===== src/rtl/multi_cycle_control_unit_pkg.sv =====
// Shared encodings for the multicycle RISC control unit: widths, FSM state
// codes, opcodes, mux-select encodings and the per-cycle control payload.
package multi_cycle_control_unit_pkg;

  localparam int unsigned OP_W  = 4;
  localparam int unsigned ST_W  = 3;
  localparam int unsigned CNT_W = 16;

  // FSM state encodings; 101..111 are unused and fall back to FETCH
  localparam logic [ST_W-1:0] ST_FETCH   = 3'b000;
  localparam logic [ST_W-1:0] ST_DECODE  = 3'b001;
  localparam logic [ST_W-1:0] ST_EXECUTE = 3'b010;
  localparam logic [ST_W-1:0] ST_MEM     = 3'b011;
  localparam logic [ST_W-1:0] ST_WB      = 3'b100;

  // Opcodes (IR[15:12])
  localparam logic [OP_W-1:0] OP_AND     = 4'd0;
  localparam logic [OP_W-1:0] OP_ADD     = 4'd1;
  localparam logic [OP_W-1:0] OP_SUB     = 4'd2;
  localparam logic [OP_W-1:0] OP_ADDI    = 4'd3;
  localparam logic [OP_W-1:0] OP_ANDI    = 4'd4;
  localparam logic [OP_W-1:0] OP_LW      = 4'd5;
  localparam logic [OP_W-1:0] OP_LB      = 4'd6;
  localparam logic [OP_W-1:0] OP_SW      = 4'd7;
  localparam logic [OP_W-1:0] OP_BGT     = 4'd8;
  localparam logic [OP_W-1:0] OP_BLT     = 4'd9;
  localparam logic [OP_W-1:0] OP_BEQ     = 4'd10;
  localparam logic [OP_W-1:0] OP_BNE     = 4'd11;
  localparam logic [OP_W-1:0] OP_JMP     = 4'd12;
  localparam logic [OP_W-1:0] OP_CALL    = 4'd13;
  localparam logic [OP_W-1:0] OP_RET     = 4'd14;
  localparam logic [OP_W-1:0] OP_ILLEGAL = 4'd15;

  // PC source select
  localparam logic [1:0] PC_SRC_INC = 2'b00;
  localparam logic [1:0] PC_SRC_BR  = 2'b01;
  localparam logic [1:0] PC_SRC_JMP = 2'b10;
  localparam logic [1:0] PC_SRC_RET = 2'b11;

  // ALU operation select
  localparam logic [1:0] ALU_ADD = 2'b00;
  localparam logic [1:0] ALU_SUB = 2'b01;
  localparam logic [1:0] ALU_AND = 2'b10;

  // Per-cycle control word driven to the datapath
  typedef struct packed {
    logic       ir_write;
    logic       pc_write;
    logic [1:0] pc_src;
    logic       reg_write;
    logic       ra_write;
    logic       alu_src;
    logic       ext_signed;
    logic [1:0] alu_op;
    logic       mem_read;
    logic       mem_write;
    logic       wb_sel;
    logic       l_type;
    logic       illegal;
  } ctrl_t;

  // Clear every state-changing strobe, keeping mux selects untouched
  function automatic ctrl_t strobes_off(input ctrl_t c);
    ctrl_t r;
    r           = c;
    r.ir_write  = 1'b0;
    r.pc_write  = 1'b0;
    r.reg_write = 1'b0;
    r.ra_write  = 1'b0;
    r.mem_read  = 1'b0;
    r.mem_write = 1'b0;
    r.illegal   = 1'b0;
    return r;
  endfunction

endpackage


===== src/rtl/multi_cycle_control_unit_if.sv =====
// Control-unit <-> datapath bundle: IR fields and ALU flags in, strobes and
// selects out. Counter outputs exist only when PERF_CNT_EN is defined.
interface multi_cycle_control_unit_if;
  import multi_cycle_control_unit_pkg::*;

  logic [OP_W-1:0] op;
  logic            mode;
  logic            zero;
  logic            negative;
  logic            overflow;

  logic [ST_W-1:0] state;
  logic            ir_write;
  logic            pc_write;
  logic [1:0]      pc_src;
  logic            reg_write;
  logic            ra_write;
  logic            alu_src;
  logic            ext_signed;
  logic [1:0]      alu_op;
  logic            mem_read;
  logic            mem_write;
  logic            wb_sel;
  logic            l_type;
  logic            illegal;
`ifdef PERF_CNT_EN
  logic [CNT_W-1:0] instr_count;
  logic [CNT_W-1:0] cycle_count;
`endif

  // Control unit side
  modport master (
    input  op, mode, zero, negative, overflow,
    output state, ir_write, pc_write, pc_src, reg_write, ra_write,
           alu_src, ext_signed, alu_op, mem_read, mem_write, wb_sel,
           l_type, illegal
`ifdef PERF_CNT_EN
    , output instr_count, cycle_count
`endif
  );

  // Datapath side
  modport slave (
    output op, mode, zero, negative, overflow,
    input  state, ir_write, pc_write, pc_src, reg_write, ra_write,
           alu_src, ext_signed, alu_op, mem_read, mem_write, wb_sel,
           l_type, illegal
`ifdef PERF_CNT_EN
    , input instr_count, cycle_count
`endif
  );

endinterface


===== src/rtl/multi_cycle_control_unit_branch_cond_eval.sv =====
// Branch condition evaluation from the flags of the SUB done in EXECUTE.
// cond_i is op[1:0]: 00 BGT, 01 BLT, 10 BEQ, 11 BNE.
module branch_cond_eval (
  input  logic [1:0] cond_i,
  input  logic       zero_i,
  input  logic       negative_i,
  input  logic       overflow_i,
  output logic       taken_o
);

  // Signed compare: less-than is N xor V, greater-than also excludes equality
  always_comb begin
    taken_o = 1'b0;
    case (cond_i)
      2'b00:   taken_o = !zero_i && (negative_i == overflow_i);
      2'b01:   taken_o = negative_i != overflow_i;
      2'b10:   taken_o = zero_i;
      default: taken_o = !zero_i;
    endcase
  end

endmodule


===== src/rtl/multi_cycle_control_unit.sv =====
// Main control FSM of the 16-bit multicycle RISC datapath.
// Optional retired-instruction / cycle counters behind macro PERF_CNT_EN.
module multi_cycle_control_unit
  import multi_cycle_control_unit_pkg::*;
(
  input  logic                        clk,
  input  logic                        reset,
  multi_cycle_control_unit_if.master  bus
);

  logic [ST_W-1:0] state_q;
  logic [ST_W-1:0] state_d;
  ctrl_t           ctrl_c;
  logic            taken_c;

  branch_cond_eval u_branch_cond_eval (
    .cond_i     (bus.op[1:0]),
    .zero_i     (bus.zero),
    .negative_i (bus.negative),
    .overflow_i (bus.overflow),
    .taken_o    (taken_c)
  );

  // State register, synchronous active-low reset
  always_ff @(posedge clk) begin
    if (!reset) state_q <= ST_FETCH;
    else        state_q <= state_d;
  end

  // Next state and Moore control word; strobes masked while reset is low
  always_comb begin
    state_d = ST_FETCH;
    ctrl_c  = '0;
    case (state_q)
      ST_FETCH: begin
        state_d         = ST_DECODE;
        ctrl_c.ir_write = 1'b1;
        ctrl_c.pc_write = 1'b1;
        ctrl_c.pc_src   = PC_SRC_INC;
      end
      ST_DECODE: begin
        case (bus.op)
          OP_JMP: begin
            ctrl_c.pc_write = 1'b1;
            ctrl_c.pc_src   = PC_SRC_JMP;
          end
          OP_CALL: begin
            ctrl_c.pc_write = 1'b1;
            ctrl_c.pc_src   = PC_SRC_JMP;
            ctrl_c.ra_write = 1'b1;
          end
          OP_RET: begin
            ctrl_c.pc_write = 1'b1;
            ctrl_c.pc_src   = PC_SRC_RET;
          end
          // PC already holds PC+1, so flagging is all an illegal op does
          OP_ILLEGAL: ctrl_c.illegal = 1'b1;
          default:    state_d = ST_EXECUTE;
        endcase
      end
      ST_EXECUTE: begin
        ctrl_c.alu_src    = (bus.op >= OP_ADDI) && (bus.op <= OP_SW);
        ctrl_c.ext_signed = (bus.op != OP_ANDI);
        case (bus.op)
          OP_AND, OP_ANDI:                     ctrl_c.alu_op = ALU_AND;
          OP_SUB, OP_BGT, OP_BLT, OP_BEQ,
          OP_BNE:                              ctrl_c.alu_op = ALU_SUB;
          default:                             ctrl_c.alu_op = ALU_ADD;
        endcase
        if (bus.op <= OP_ANDI) begin
          state_d = ST_WB;
        end else if (bus.op <= OP_SW) begin
          state_d = ST_MEM;
        end else if (bus.op <= OP_BNE) begin
          ctrl_c.pc_src   = PC_SRC_BR;
          ctrl_c.pc_write = taken_c;
        end
      end
      ST_MEM: begin
        ctrl_c.mem_read  = (bus.op == OP_LW) || (bus.op == OP_LB);
        ctrl_c.mem_write = (bus.op == OP_SW);
        if (bus.op == OP_LB) ctrl_c.l_type = bus.mode;
        if (ctrl_c.mem_read) state_d = ST_WB;
      end
      ST_WB: begin
        ctrl_c.reg_write = 1'b1;
        ctrl_c.wb_sel    = (bus.op == OP_LW) || (bus.op == OP_LB);
      end
      default: ;
    endcase
    if (!reset) ctrl_c = strobes_off(ctrl_c);
  end

  assign bus.state      = state_q;
  assign bus.ir_write   = ctrl_c.ir_write;
  assign bus.pc_write   = ctrl_c.pc_write;
  assign bus.pc_src     = ctrl_c.pc_src;
  assign bus.reg_write  = ctrl_c.reg_write;
  assign bus.ra_write   = ctrl_c.ra_write;
  assign bus.alu_src    = ctrl_c.alu_src;
  assign bus.ext_signed = ctrl_c.ext_signed;
  assign bus.alu_op     = ctrl_c.alu_op;
  assign bus.mem_read   = ctrl_c.mem_read;
  assign bus.mem_write  = ctrl_c.mem_write;
  assign bus.wb_sel     = ctrl_c.wb_sel;
  assign bus.l_type     = ctrl_c.l_type;
  assign bus.illegal    = ctrl_c.illegal;

`ifdef PERF_CNT_EN
  logic [CNT_W-1:0] instr_count_q;
  logic [CNT_W-1:0] cycle_count_q;
  logic             retire_c;

  // An instruction retires on any entry into FETCH from another state
  assign retire_c = (state_q != ST_FETCH) && (state_d == ST_FETCH);

  // Free-running performance counters, wrapping, cleared by reset
  always_ff @(posedge clk) begin
    if (!reset) begin
      instr_count_q <= '0;
      cycle_count_q <= '0;
    end else begin
      cycle_count_q <= cycle_count_q + CNT_W'(1);
      if (retire_c) instr_count_q <= instr_count_q + CNT_W'(1);
    end
  end

  assign bus.instr_count = instr_count_q;
  assign bus.cycle_count = cycle_count_q;
`endif

endmodule


===== src/flat_wrapper.sv =====
// flat-port wrapper written by rule: the top's interface ports become plain ports
module multi_cycle_control_unit_flat import multi_cycle_control_unit_pkg::*;
  (clk, reset, bus_op, bus_mode, bus_zero, bus_negative, bus_overflow, bus_state, bus_ir_write, bus_pc_write, bus_pc_src, bus_reg_write, bus_ra_write, bus_alu_src, bus_ext_signed, bus_alu_op, bus_mem_read, bus_mem_write, bus_wb_sel, bus_l_type, bus_illegal);
  multi_cycle_control_unit_if bus_i ();
  input  logic clk;
  input  logic reset;
  input wire logic [$bits(bus_i.op)-1:0] bus_op;
  input wire logic [$bits(bus_i.mode)-1:0] bus_mode;
  input wire logic [$bits(bus_i.zero)-1:0] bus_zero;
  input wire logic [$bits(bus_i.negative)-1:0] bus_negative;
  input wire logic [$bits(bus_i.overflow)-1:0] bus_overflow;
  output wire logic [$bits(bus_i.state)-1:0] bus_state;
  output wire logic [$bits(bus_i.ir_write)-1:0] bus_ir_write;
  output wire logic [$bits(bus_i.pc_write)-1:0] bus_pc_write;
  output wire logic [$bits(bus_i.pc_src)-1:0] bus_pc_src;
  output wire logic [$bits(bus_i.reg_write)-1:0] bus_reg_write;
  output wire logic [$bits(bus_i.ra_write)-1:0] bus_ra_write;
  output wire logic [$bits(bus_i.alu_src)-1:0] bus_alu_src;
  output wire logic [$bits(bus_i.ext_signed)-1:0] bus_ext_signed;
  output wire logic [$bits(bus_i.alu_op)-1:0] bus_alu_op;
  output wire logic [$bits(bus_i.mem_read)-1:0] bus_mem_read;
  output wire logic [$bits(bus_i.mem_write)-1:0] bus_mem_write;
  output wire logic [$bits(bus_i.wb_sel)-1:0] bus_wb_sel;
  output wire logic [$bits(bus_i.l_type)-1:0] bus_l_type;
  output wire logic [$bits(bus_i.illegal)-1:0] bus_illegal;
  assign bus_i.op = bus_op;
  assign bus_i.mode = bus_mode;
  assign bus_i.zero = bus_zero;
  assign bus_i.negative = bus_negative;
  assign bus_i.overflow = bus_overflow;
  assign bus_state = bus_i.state;
  assign bus_ir_write = bus_i.ir_write;
  assign bus_pc_write = bus_i.pc_write;
  assign bus_pc_src = bus_i.pc_src;
  assign bus_reg_write = bus_i.reg_write;
  assign bus_ra_write = bus_i.ra_write;
  assign bus_alu_src = bus_i.alu_src;
  assign bus_ext_signed = bus_i.ext_signed;
  assign bus_alu_op = bus_i.alu_op;
  assign bus_mem_read = bus_i.mem_read;
  assign bus_mem_write = bus_i.mem_write;
  assign bus_wb_sel = bus_i.wb_sel;
  assign bus_l_type = bus_i.l_type;
  assign bus_illegal = bus_i.illegal;
  multi_cycle_control_unit u_core (.clk(clk), .reset(reset), .bus(bus_i));
endmodule

===== config.mk =====
export PLATFORM = sky130hd
export DESIGN_NAME = multi_cycle_control_unit_flat
export DESIGN_NICKNAME = d
export VERILOG_FILES = /design/src/rtl/multi_cycle_control_unit_pkg.sv /design/src/rtl/multi_cycle_control_unit_if.sv /design/src/rtl/multi_cycle_control_unit_branch_cond_eval.sv /design/src/rtl/multi_cycle_control_unit.sv /design/src/flat_wrapper.sv
export SDC_FILE = /design/constraint.sdc
export NUM_CORES = 1
export LEC_CHECK = 0
export BUFFER_PORTS_ARGS = -buffer_cell sky130_fd_sc_hd__buf_2
export CORE_AREA = 3 3 40 42
export DETAILED_ROUTE_END_ITERATION = 12
export DIE_AREA = 0 0 43 45
export PLACE_DENSITY = 0.72
export SYNTH_ARGS = -nofsm -noshare
export SYNTH_HDL_FRONTEND = slang
export SYNTH_SLANG_ARGS = --single-unit

===== constraint.sdc =====
create_clock -name clk -period 3.8 [get_ports clk]
set_input_delay 0.38 -clock clk [delete_from_list [all_inputs] [get_ports clk]]
set_output_delay 0.38 -clock clk [all_outputs]
set_load 0.01 [all_outputs]

==> results of run 1 <==
## area by class of cell
cell class | count | area, sq um
Inverter | 1 | 3.75
Multi-Input combinational cell | 51 | 348
Fill cell | 128 | 693
Tap cell | 15 | 18.8
Sequential cell | 3 | 60.1
Clock buffer | 4 | 26.3
Timing Repair Buffer | 27 | 135
## metrics by stage
| step | utilization | hold slack, ns | cell area, sq um | instances | power [mW] |
|---|---|---|---|---|---|
| 2_1_floorplan | - | 0.597 | 435 | 60 | 0.0685 |
| 3_3_place_gp | 0.440 | 0.629 | 566 | 97 | 0.0841 |
| 3_5_place_dp | 0.440 | 0.622 | 566 | 97 | 0.0846 |
| 4_1_cts | 0.461 | 0.550 | 592 | 101 | 0.144 |
| 5_1_grt | 0.461 | 0.562 | 592 | 101 | 0.154 |
| 6_report | 0.461 | 0.553 | 592 | 101 | 0.142 |
## power by group
part           internal, mW  switching [mW]  leakage (nW)  total [mW]
Clock                0.0395          0.0187        0.0150      0.0582
Sequential           0.0338         0.00543        0.0246      0.0392
Combinational        0.0207          0.0242         0.281      0.0449
## logic make-up after synthesis
group | count (synthesis)
and+or+nand+nor | 33
DFF | 3
AOI/OAI and AO/OA | 17
xor gates and xnor gates | 1
buffers and inverters | 6
## critical path: stages (launching register included)
cell,delay (ns)
dfxtp_1,0.52
nor4b_1,0.54
and2_1,0.22
buf_2,0.13
## cell usage in the layout, fill, tap and decap left out
master	netlist	final
o221ai_1	1	1
or2b_1	1	1
nand2b_1	3	3
inv_1	1	1
or4b_4	1	1
a21oi_1	4	4
and3_1	2	2
or3_1	2	2
nand2_1	4	4
nand3b_1	1	1
and3b_1	1	1
nor2_1	5	5
o2111a_1	1	1
o21ai_0	1	1
o211ai_1	1	1
clkbuf_1	1	1
nor2b_1	2	2
buf_2	4	27
nor3_1	4	4
and2_1	2	2
o41ai_1	1	1
or3b_2	1	1
nor4b_1	1	1
nor4_1	1	1
o21a_1	3	3
a211oi_1	1	1
xor2_1	1	1
dfxtp_1	3	3
a2bb2o_4	1	1
clkbuf_4	0	3
o211a_1	3	3
nand3_1	1	1
and2b_2	1	1
## worst max path at each step
stage | startpoint | to | slack (ns) | cells after the start
after floorplan | u_core.bus.state[0]$_SDFF_PN0_ | bus_ra_write | 2.12 | 3
after global placement | bus_op[3] | bus_pc_src[0] | 1.98 | 5
after detailed placement | bus_op[3] | bus_pc_src[0] | 1.96 | 5
after CTS | u_core.bus.state[1]$_SDFF_PN0_ | bus_alu_op[1] | 1.79 | 3
after global routing | u_core.bus.state[1]$_SDFF_PN0_ | bus_alu_src | 1.63 | 3
final | u_core.bus.state[1]$_SDFF_PN0_ | bus_alu_op[1] | 1.77 | 3
## per-layer routing
layer,share of wire,wire [microns]
met5,0,0
met3,0.076,92
met2,0.47,565
met4,0.0099,12
met1,0.44,536
==> metrics.txt, run 1 <==
Final Hold Viols=0; largest family of logic cells by synthesized area=simple AND/OR/NAND/NOR gates; routed vias=530; HP Start=reset; Clock Skew=between 0.005 and 0.006 ns; CP Data Arrival Time=around 1.7 ns; number of flip-flops under the largest register name=3; post-synthesis compound-gate area fraction=0.325; number of synthesized flops with an enable pin=0; CTS tree=built; area leader, netlist=dfxtp_1; Die Height=around 45 microns; WP data required=approximately 3.4 ns; gpl congestion=approximately 0.76; most frequent cells after synthesis=nor2_1, a21oi_1, buf_2, nand2_1, nor3_1; total leakage power=between 0.3 and 0.4 nW; final wirelength=about 1200 microns; Final WS setup=around 1.8 ns; minimum clock period=slightly above 2 ns; Synth async-reset ratio=0; Clock transition at path regs=approximately 0.04 ns; wire length per cell=around 12 microns; Crit. End Element=output port; H-tree Lvls=1; clk buf depth=2; DR DRC count=0; Avg Synthesized Cell Area=7.26 sq um; VDD IR-drop max=between 0.15 and 0.2 mV; RSZ-0062 raised after global routing=no; Synth cell types=32; worst r2r dst=u_core.bus.state[2]$_SDFF_PN0_; Max Transition Viols Final=0; routing usage on met3=0.0438; Area growth syn-to-layout=35.9%; post-CTS setup buffer count=0; met2 Use GR=0.222; Slew headroom=0.595; GRT busiest layer=met2; Worst Reg-to-Reg Cells=3; Final ANT Viol Nets=0; Core Area=0.00128 sq mm; Crit Path Class=flip-flop to output port; Seq/Total Area, Yosys=0.138; PostCTS Resize Cnt=0; Place WS=around 2 ns; vias per cell=about 5.2; Post-Synth XOR/XNOR Area=0.0201; Slew @ Worst Pin=roughly 0.6 ns; row count=13; max-cap violation count=0; Primary FF master, synth=dfxtp_1; Post-DP HPWL=around 950 microns; Mapped Cells=60; Tcrit/Tclk final=0.534; PortBufs=27; run status=completed; Worst setup SP type=flip-flop; mux cell area share after synthesis=0; worst r2r src=u_core.bus.state[1]$_SDFF_PN0_; met1 usage=0.142; antenna violations before repair=0; root buffer cell=clkbuf_4; Total Nets Final=97; I/O pins=28; TritonCTS Buffers=3; All-Layer GR Usage=0.125; GRT overflow=0; vias in the first global route=around 460; FMAX=a little under 0.5 GHz; Die Area=slightly below 0.002 sq mm; syn_nets=70; Iteration-0 DRC Markers=10; synth warn=0; reg2reg setup slack=roughly 2.3 ns; synthesized cell area=approximately 440 sq um; #FFs+latches synth=3; clk sinks=3; clock latency on the worst-skew pair=roughly 0.24 ns; simple-gate area share of the yosys netlist=0.454; Starting Density=0.339; pwr/cell area=240 mW/mm^2; Synth Area in Adders=0; # hold bufs at CTS=0; # setup viols final=0; top-count cell post-synth=nor2_1; top cell type's share of synthesized area=0.138; Die X=~43 microns; hold path depth=3; CP max FO=12; setup_tns=0 ns; synth top area cells=dfxtp_1, o211a_1, o21a_1, a21oi_1, a2bb2o_4; worst hold endpoint=u_core.bus.state[2]$_SDFF_PN0_; min-delay worst type=primary input to flip-flop; layout cells sized above 1=0.395; diode count=0; largest net degree at the start of global routing=13; first-pass GRT wire length=roughly 1800 microns; Initial DRT Pass Iterations=4
No activity file was read; power rests on OpenSTA's default activity.
==> inputs of run 2 (changes only) <==
Clock period 3.8 ns to 1.87 ns, I/O delays scaled along.
==> metrics.txt, run 2 (synthesis gave the netlist of run 1 again) <==
antenna violations before repair=0; Area growth syn-to-layout=37.6%; # setup viols final=0; DR DRC count=0; minimum clock period=approximately 1.8 ns; Final Hold Viols=0; Gate power share=0.320; Die Height=roughly 45 microns; Core Area=between 0.001 and 0.0015 sq mm; routed vias=~580; CP max FO=12; row count=13; run status=completed; slowest stage delay, CP=roughly 0.61 ns; Multi-input gate area=354 sq um; Worst setup SP type=flip-flop; vias per cell=~5.7; number of flip-flops under the largest register name=3; sum of buffers and inverters on the critical path=1; largest net degree at the start of global routing=13; CP max-delay cell=or4b_4; Worst path top cell family by delay=simple AND/OR/NAND/NOR gates; Die Area=approximately 0.0019 sq mm; diode count=0; Iteration-0 DRC Markers=8; hold path depth=3; Initial DRT Pass Iterations=4; WP data required=about 1.7 ns; Int Pwr=approximately 190 uW; leading cell types in the layout, fill and taps excluded=buf_2, nor2_1, nand2_1, nor3_1, a21oi_1; Stages on worst setup path=3; setup_tns=0 ns; All-Layer GR Usage=0.150; Slew headroom=0.747; commonest non-fill, non-tap cell in the layout=buf_2; clk sinks=3; Clock power frac=0.403; FMAX=0.568 GHz; first-pass GRT wire length=between 2000 and 2500 microns; register area=roughly 61 sq um; Sequential Power Share=0.277; clock latency on the worst-skew pair=0.24 ns; I/O pins=28; NetSw=100 uW; root buffer cell=clkbuf_4; max-cap violation count=0; Crit Path Class=flip-flop to output port; Starting Density=0.339; gpl congestion=0.769; Total Nets Final=97; CP Data Arrival Time=between 1.5 and 2 ns; fillers=approximately 140; VDD IR-drop max=between 0.1 and 0.15 mV; final wirelength=approximately 1300 microns; H-tree Lvls=1; Tcrit/Tclk final=0.941; RSZ-0062 raised after global routing=no; pwr/cell area=slightly below 500 mW/mm^2; Die X=roughly 43 microns; CTS tree=built; Worst Reg-to-Reg Cells=3; post-CTS setup buffer count=0; Crit. End Element=output port; layout cells sized above 1=0.419; total leakage power=between 0.3 and 0.4 nW; vias in the first global route=486; Clock transition at path regs=0.04 ns; CP cell instances=or4b_4 -> a2bb2o_4 -> buf_2; min-delay worst type=primary input to flip-flop; wire length per cell=roughly 13 microns; total power=about 300 uW; sw frac=0.343; Post-DP HPWL=roughly 970 microns; Max Transition Viols Final=0; PortBufs=27; Slew @ Worst Pin=0.379 ns; clk buf depth=2; GRT overflow=0; TritonCTS Buffers=3; Clock Skew=0.00442 ns; Final ANT Viol Nets=0
[run 2: cell counts in the layout (fill, tap and decap cells not counted)]
Identical to the previous run, type by type.
[run 2: stage by stage]
stage	area, sq um	instances	setup slack (ns)	hold slack (ns)	util
after detailed placement	566	97	0.287	0.605	0.440
after global placement	566	97	0.353	0.597	0.440
after floorplan	435	60	0.380	0.404	-
final	599	101	0.111	0.363	0.466
after CTS	592	101	0.0318	0.364	0.461
after global routing	599	101	0.0292	0.399	0.466
[run 2: tightest hold or removal path, cell delays in order]
cell and delay, ns:
buf_2 0.13, nand2b_1 0.17, a21oi_1 0.06
[run 2: power groups by stage]
stage                     sequential (mW)  clock [mW]  combinational, mW
after detailed placement           0.0803           0             0.0925
after global placement             0.0801           0             0.0904
final                              0.0809       0.118             0.0933
after global routing               0.0823       0.130              0.104
after floorplan                    0.0737           0             0.0655
after CTS                          0.0795       0.116             0.0930
[run 2: layer usage]
| layer | track usage | vias to the layer above | share of wire |
|---|---|---|---|
| met2 | 0.237 | 31 | 0.48 |
| met4 | 0.127 | 0 | 0.023 |
| met5 | 0 | - | 0 |
| met1 | 0.177 | 266 | 0.41 |
| li1 | - | 277 | - |
| met3 | 0.0279 | 2 | 0.091 |
[run 2: cell type report]
cell class	count	area share
clock buffer	4	0.0438
inverter	1	0.00626
multi-input combinational	51	0.591
sequential	3	0.102
tap	15	0.0313
timing repair buffer	27	0.225
[run 2: final timing paths]
kind                                                startpoint                        endpoint  slack (ns)
worst min register to register  u_core.bus.state[0]$_SDFF_PN0_  u_core.bus.state[1]$_SDFF_PN0_        0.58
worst max-delay path            u_core.bus.state[1]$_SDFF_PN0_                   bus_pc_src[0]        0.11
worst min-delay path                                     reset  u_core.bus.state[2]$_SDFF_PN0_        0.36
worst max register to register  u_core.bus.state[1]$_SDFF_PN0_  u_core.bus.state[2]$_SDFF_PN0_        0.56
[run 2: what timing repair did]
action                                  in CTS  in global routing
gates resized for setup                      0                  2
endpoints found under the setup margin       0                  2
hold buffers                                 0                  0
